$ cat src/rtl/serial_sub32_if.sv
// Handshake and data bundle for the chunked subtractor.
// master: operand producer / result consumer; slave: the subtractor itself.
interface serial_sub32_if #(
    parameter int WIDTH = 32
);
    logic             in_valid;
    logic             in_ready;
    logic [WIDTH-1:0] a;
    logic [WIDTH-1:0] b;
    logic             out_valid;
    logic             out_ready;
    logic [WIDTH-1:0] diff;
    logic             borrow;
    logic             ovf;
    logic             zero;

    modport master (
        output in_valid,
        output a,
        output b,
        output out_ready,
        input  in_ready,
        input  out_valid,
        input  diff,
        input  borrow,
        input  ovf,
        input  zero
    );

    modport slave (
        input  in_valid,
        input  a,
        input  b,
        input  out_ready,
        output in_ready,
        output out_valid,
        output diff,
        output borrow,
        output ovf,
        output zero
    );
endinterface

$ cat src/rtl/serial_sub32.sv
// Multi-cycle chunked subtractor: a - b over WIDTH bits, CHUNK bits per
// clock, LSB chunk first, with a registered borrow carried between chunks.
// Result plus borrow / signed-overflow / zero flags are presented with a
// valid/ready handshake and held until the next operation overwrites them.
module serial_sub32 #(
    parameter int WIDTH = 32,
    parameter int CHUNK = 8
) (
    input  logic           clk,
    input  logic           rst_n,
    serial_sub32_if.slave  bus
);
    localparam int N    = WIDTH / CHUNK;
    localparam int IDXW = (N > 1) ? $clog2(N) : 1;
    localparam int MSB  = WIDTH - 1;

    typedef enum logic [1:0] {
        IDLE = 2'd0,
        RUN  = 2'd1,
        DONE = 2'd2
    } state_t;

    state_t            r_state;
    state_t            w_state_next;

    logic [WIDTH-1:0]  r_a;
    logic [WIDTH-1:0]  r_b;
    logic [WIDTH-1:0]  r_diff;
    logic              r_borrow;
    logic [IDXW-1:0]   r_idx;
    logic              r_flag_borrow;
    logic              r_ovf;
    logic              r_zero;

    logic              w_accept;
    logic              w_run;
    logic              w_last;
    logic              w_in_ready;
    logic              w_out_valid;
    logic [CHUNK-1:0]  w_a_chunk;
    logic [CHUNK-1:0]  w_b_chunk;
    logic [CHUNK:0]    w_t;
    logic [WIDTH-1:0]  w_diff_next;
    logic              w_ovf_next;
    logic              w_zero_next;

    // State register.
    always_ff @(posedge clk or negedge rst_n) begin
        if (!rst_n) begin
            r_state <= IDLE;
        end else begin
            r_state <= w_state_next;
        end
    end

    // Next-state and handshake outputs.
    always_comb begin
        w_state_next = r_state;
        w_in_ready   = 1'b0;
        w_out_valid  = 1'b0;
        w_accept     = 1'b0;
        w_run        = 1'b0;
        w_last       = 1'b0;
        case (r_state)
            IDLE: begin
                w_in_ready = 1'b1;
                if (bus.in_valid) begin
                    w_accept     = 1'b1;
                    w_state_next = RUN;
                end
            end
            RUN: begin
                w_run = 1'b1;
                if (r_idx == IDXW'(N - 1)) begin
                    w_last       = 1'b1;
                    w_state_next = DONE;
                end
            end
            DONE: begin
                w_out_valid = 1'b1;
                if (bus.out_ready) begin
                    w_state_next = IDLE;
                end
            end
            default: begin
                w_state_next = IDLE;
            end
        endcase
    end

    // Chunk subtraction for the current index, and the diff word it produces.
    always_comb begin
        w_a_chunk   = '0;
        w_b_chunk   = '0;
        w_diff_next = r_diff;
        for (int unsigned j = 0; j < N; j++) begin
            if (r_idx == IDXW'(j)) begin
                w_a_chunk = r_a[j*CHUNK +: CHUNK];
                w_b_chunk = r_b[j*CHUNK +: CHUNK];
            end
        end
        w_t = {1'b0, w_a_chunk} - {1'b0, w_b_chunk} - {{CHUNK{1'b0}}, r_borrow};
        for (int unsigned j = 0; j < N; j++) begin
            if (r_idx == IDXW'(j)) begin
                w_diff_next[j*CHUNK +: CHUNK] = w_t[CHUNK-1:0];
            end
        end
        w_ovf_next  = (r_a[MSB] != r_b[MSB]) && (w_diff_next[MSB] != r_a[MSB]);
        w_zero_next = (w_diff_next == '0);
    end

    // Operand capture, chunk datapath and flag registers.
    // Flags are latched on the final chunk edge from the completed diff word,
    // so they hold steady through DONE and IDLE until the next operation ends.
    always_ff @(posedge clk or negedge rst_n) begin
        if (!rst_n) begin
            r_a           <= '0;
            r_b           <= '0;
            r_diff        <= '0;
            r_borrow      <= 1'b0;
            r_idx         <= '0;
            r_flag_borrow <= 1'b0;
            r_ovf         <= 1'b0;
            r_zero        <= 1'b0;
        end else if (w_accept) begin
            r_a      <= bus.a;
            r_b      <= bus.b;
            r_idx    <= '0;
            r_borrow <= 1'b0;
        end else if (w_run) begin
            r_diff   <= w_diff_next;
            r_borrow <= w_t[CHUNK];
            if (w_last) begin
                r_idx         <= '0;
                r_flag_borrow <= w_t[CHUNK];
                r_ovf         <= w_ovf_next;
                r_zero        <= w_zero_next;
            end else begin
                r_idx <= r_idx + IDXW'(1);
            end
        end
    end

    assign bus.in_ready  = w_in_ready;
    assign bus.out_valid = w_out_valid;
    assign bus.diff      = r_diff;
    assign bus.borrow    = r_flag_borrow;
    assign bus.ovf       = r_ovf;
    assign bus.zero      = r_zero;

endmodule

$ cat src/flat_wrapper.sv
// flat-port wrapper written by rule: the top's interface ports become plain ports
module serial_sub32_flat 
#(
    parameter int WIDTH = 32,
    parameter int CHUNK = 8
)
  (clk, rst_n, bus_in_valid, bus_a, bus_b, bus_out_ready, bus_in_ready, bus_out_valid, bus_diff, bus_borrow, bus_ovf, bus_zero);
  serial_sub32_if #(.WIDTH(WIDTH)) bus_i ();
  input  logic clk;
  input  logic rst_n;
  input wire logic [$bits(bus_i.in_valid)-1:0] bus_in_valid;
  input wire logic [$bits(bus_i.a)-1:0] bus_a;
  input wire logic [$bits(bus_i.b)-1:0] bus_b;
  input wire logic [$bits(bus_i.out_ready)-1:0] bus_out_ready;
  output wire logic [$bits(bus_i.in_ready)-1:0] bus_in_ready;
  output wire logic [$bits(bus_i.out_valid)-1:0] bus_out_valid;
  output wire logic [$bits(bus_i.diff)-1:0] bus_diff;
  output wire logic [$bits(bus_i.borrow)-1:0] bus_borrow;
  output wire logic [$bits(bus_i.ovf)-1:0] bus_ovf;
  output wire logic [$bits(bus_i.zero)-1:0] bus_zero;
  assign bus_i.in_valid = bus_in_valid;
  assign bus_i.a = bus_a;
  assign bus_i.b = bus_b;
  assign bus_i.out_ready = bus_out_ready;
  assign bus_in_ready = bus_i.in_ready;
  assign bus_out_valid = bus_i.out_valid;
  assign bus_diff = bus_i.diff;
  assign bus_borrow = bus_i.borrow;
  assign bus_ovf = bus_i.ovf;
  assign bus_zero = bus_i.zero;
  serial_sub32 #(.WIDTH(WIDTH), .CHUNK(CHUNK)) u_core (.clk(clk), .rst_n(rst_n), .bus(bus_i));
endmodule
$ cat config.mk
export PLATFORM = sky130hd
export DESIGN_NAME = serial_sub32_flat
export DESIGN_NICKNAME = d
export VERILOG_FILES = /design/src/rtl/serial_sub32_if.sv /design/src/rtl/serial_sub32.sv /design/src/flat_wrapper.sv
export SDC_FILE = /design/constraint.sdc
export NUM_CORES = 1
export LEC_CHECK = 0
export CAP_MARGIN = 20
export CORE_AREA = 2 2 134 136
export CTS_CLUSTER_DIAMETER = 50
export CTS_CLUSTER_SIZE = 28
export DETAILED_ROUTE_END_ITERATION = 10
export DIE_AREA = 0 0 136 138
export GPL_TIMING_DRIVEN = 0
export SLEW_MARGIN = 40
export SYNTH_ARGS = -nofsm -noshare
export SYNTH_HDL_FRONTEND = slang
export SYNTH_SLANG_ARGS = --single-unit
$ cat constraint.sdc
create_clock -name clk -period 4.2 [get_ports clk]
set_clock_uncertainty 0.05 [all_clocks]
set_input_delay 1.05 -clock clk [delete_from_list [all_inputs] [get_ports clk]]
set_output_delay 1.05 -clock clk [all_outputs]
set_load 0.02 [all_outputs]
==> key figures <==
Worst setup path
  – R2R depth: 16
  – Startpoint Class: register
  – R2R Setup Slk: 0.21 ns
  – Crit Path Class: reg -> reg
  – Critical path cell sequence: inv_1 -> ha_1 -> buf_6 -> buf_2 -> nor2_1 -> a21oi_1 -> nor2_1 -> a21oi_1 -> o21ai_1 -> fa_2 -> fa_2 -> a21bo_2 -> a211oi_4 -> xnor2_4 -> a41oi_1 -> o31ai_1
  – CP endpoint kind: register
  – Critical Path RT: 4.41 ns
  – Largest stage delay, worst path: 0.43 ns
  – Crit path max fanout: 10
  – CP Data Arrival Time: 4.20 ns
  – Reg-to-reg critical path endpoint: u_core.bus.zero
  – Reg-to-Reg Start: u_core.r_idx[1]
  – Critical path's slowest cell: dfrtp_1

Timing
  – Min Tclk post-route: 3.99 ns
  – Post-route clock period utilization: 95.0%
  – Worst slew pin tran: 0.672 ns
  – Slew margin rel.: 55.2%
  – Final-report hold violation count: 0
  – Max-slew violation count: 0
  – Final setup fails: 0
  – Peak Freq: 0.251 GHz

Global routing
  – Total grt overflow: 0
  – GRT Overall Usage: 15.1%
  – First-pass GRT wire length: 21.8 mm
  – Vias in the first global route: 4,172
  – Largest net degree at the start of global routing: 76
  – Initial antenna violation count: 0

Route
  – Via density: 4.86
  – Detailed Route WL: 13.9 mm
  – Drt pass-1 iters: 5
  – DRC: 0
  – Drt initial violations: 301
  – Post-route ant nets: 0
  – WL per Instance: 16.6 um
  – Total number of vias: 4,083

Yosys
  – Synthesized instance count: 485
  – Synthesized net count: 571
  – FF+latch count, synth: 104
  – Synth Area per Inst: 10.5 um2
  – Post-synth top cells: dfrtp_1, nand2_1, mux2_2
  – Post-synth EDFFs: 0
  – Biggest area consumer among synthesized cells: dfrtp_1
  – Ys Warns: 0
  – Top FF cell, synth: dfrtp_1
  – Sequential fraction of the synthesis area: 51.2%
  – Top cell type's share of synthesized area: 51.2%
  – Async SR Flop Fraction: 100%
  – Most frequent cell after synthesis: dfrtp_1
  – Synthesized area: 5090 um2
  – Top post-synthesis cells by area: dfrtp_1, mux2_2, nand2_1, o21ai_0, ha_1
  – Netlist cell types: 48

Final layout
  – Non-filler cells, final: 840
  – Sequential cell area: 2600 um2
  – Nets: 692
  – Final instance area: 6910 um2
  – Layout cell share with drive strength beyond 1: 20.0%
  – Area of the multi-input gates: 2420 um2
  – N_diodes: 0
  – Util after Layout: 39.4%
  – Fillers: 1,728
  – Area Overhead vs Synth: 35.8%

Worst hold path
  – Hold Startpoint: u_core.bus.diff[30]
  – Hold path cells: 2
  – Worst Hold Endpoint: u_core.bus.diff[30]
  – HP Class: reg -> reg

Clock network
  – CTS tree: done
  – CTS Buf Count: 9
  – Clock slew at reported path FFs: 0.08 ns
  – CTS HTree Levels: 3
  – CTS root buf: clkbuf_16
  – Hold-fix buffers at CTS: 0
  – Clock Path Buffers: 2
  – Clock latency on the worst-skew pair: 0.37 ns
  – Sink Count: 104

Place
  – DP Area: 6450 um2
  – Final HPWL DP: 10.7 mm
  – RePlAce Congestion: 0.874
  – Dpl cells: 819
  – # port buffers: 104

Floorplanning
  – Io pins: 105
  – Die area: 18,800 um2
  – Die X: 136 um
  – Starting Density: 29.0%
  – Row cnt: 49
  – CORE AREA: 17,500 um2
  – Die height: 138 um

Job
  – Max-cap violations: 0

Run status
  – Status: complete, no violations
## state kept, by name (all words and copies together) (netlist names)
register and cells:
u_core.bus.zero 1, u_core.r_borrow 1, u_core.r_state 2, u_core.bus.diff 32, u_core.bus.ovf 1, u_core.r_idx 2
u_core.r_a 32, u_core.r_b 32, u_core.bus.borrow 1
## layer usage
metal  global-route usage, %  routed length (um)
met1                    20.2                6030
met2                    24.3                6770
met3                    3.70                 899
met4                    4.28                 219
met5                       0                   0
## worst max-delay path by stage
stage,start,endpoint,slack (ns),cells after the start
after floorplan,u_core.r_idx[0],u_core.bus.zero,0.57,17
after global routing,u_core.r_idx[1],u_core.bus.zero,-0.03,16
after detailed placement,u_core.r_idx[0],u_core.bus.zero,-0.61,15
after global placement,rst_n,u_core.r_a[27],-1.73,1
after CTS,u_core.r_idx[0],u_core.bus.zero,0.01,15
final,u_core.r_idx[1],u_core.bus.zero,0.21,16
## cell families after synthesis
family	Yosys count	synth area share [%]
AND/OR/NAND/NOR	134	11.4
AO/OA/AOI/OAI	107	12.1
flip-flops	104	51.2
multiplexers	72	15.7
buffers and inverters	43	3.52
adder cells (fa/ha/maj)	18	4.72
XOR/XNOR	7	1.35
## repair_timing
| item | CTS | global route |
|---|---|---|
| pin swaps | 0 | 2 |
| setup endpoints to repair | 7 | 14 |
| buffers inserted | 0 | 5 |
| endpoints found under the hold margin | 0 | 0 |
| gates resized for setup | 11 | 24 |
## cells in the final DEF, fill, tap and decap left out, types with 8 or more instances in the layout
cell type and n:
a21oi_1 30, dfrtp_1 104, inv_1 18, o21ai_0 45, clkdlybuf4s50_1 103, nand2_1 74, clkbuf_16 9, mux2i_1 9
mux2_2 63, nor3_1 8, clkbuf_1 9, ha_1 14, nor2_1 31
## critical path, delay by kind of cell, from the launching register on
kind	cells	cell delay, ns
buffers and inverters	3	0.52
AND/OR/NAND/NOR	2	0.16
adder cells (fa/ha/maj)	3	1.05
flip-flops	1	0.43
XOR/XNOR	1	0.21
AO/OA/AOI/OAI	7	1.47
## cell type report
class	instances	share of cell area, %
clock inverter	6	0.833
inverter	19	1.03
buffer	24	1.74
timing repair buffer	110	16.1
clock buffer	10	3.46
sequential	104	37.7
tap	229	4.15
multi-input combinational	338	35.0
## through the flow
step / worst slack (ns) / hold slack [ns] / setup TNS, ns
floorplan: 0.567 / 0.424 / 0
global placement: -1.73 / 0.417 / -180.29
detailed placement: -0.606 / 0.425 / -1.03
CTS: 0.0149 / 0.441 / 0
global route: -0.0343 / 0.470 / -0.0343
finish: 0.210 / 0.431 / 0
Power is not shown: default switching activity piles up to over one toggle a cycle in this logic, so the estimate is an artifact.
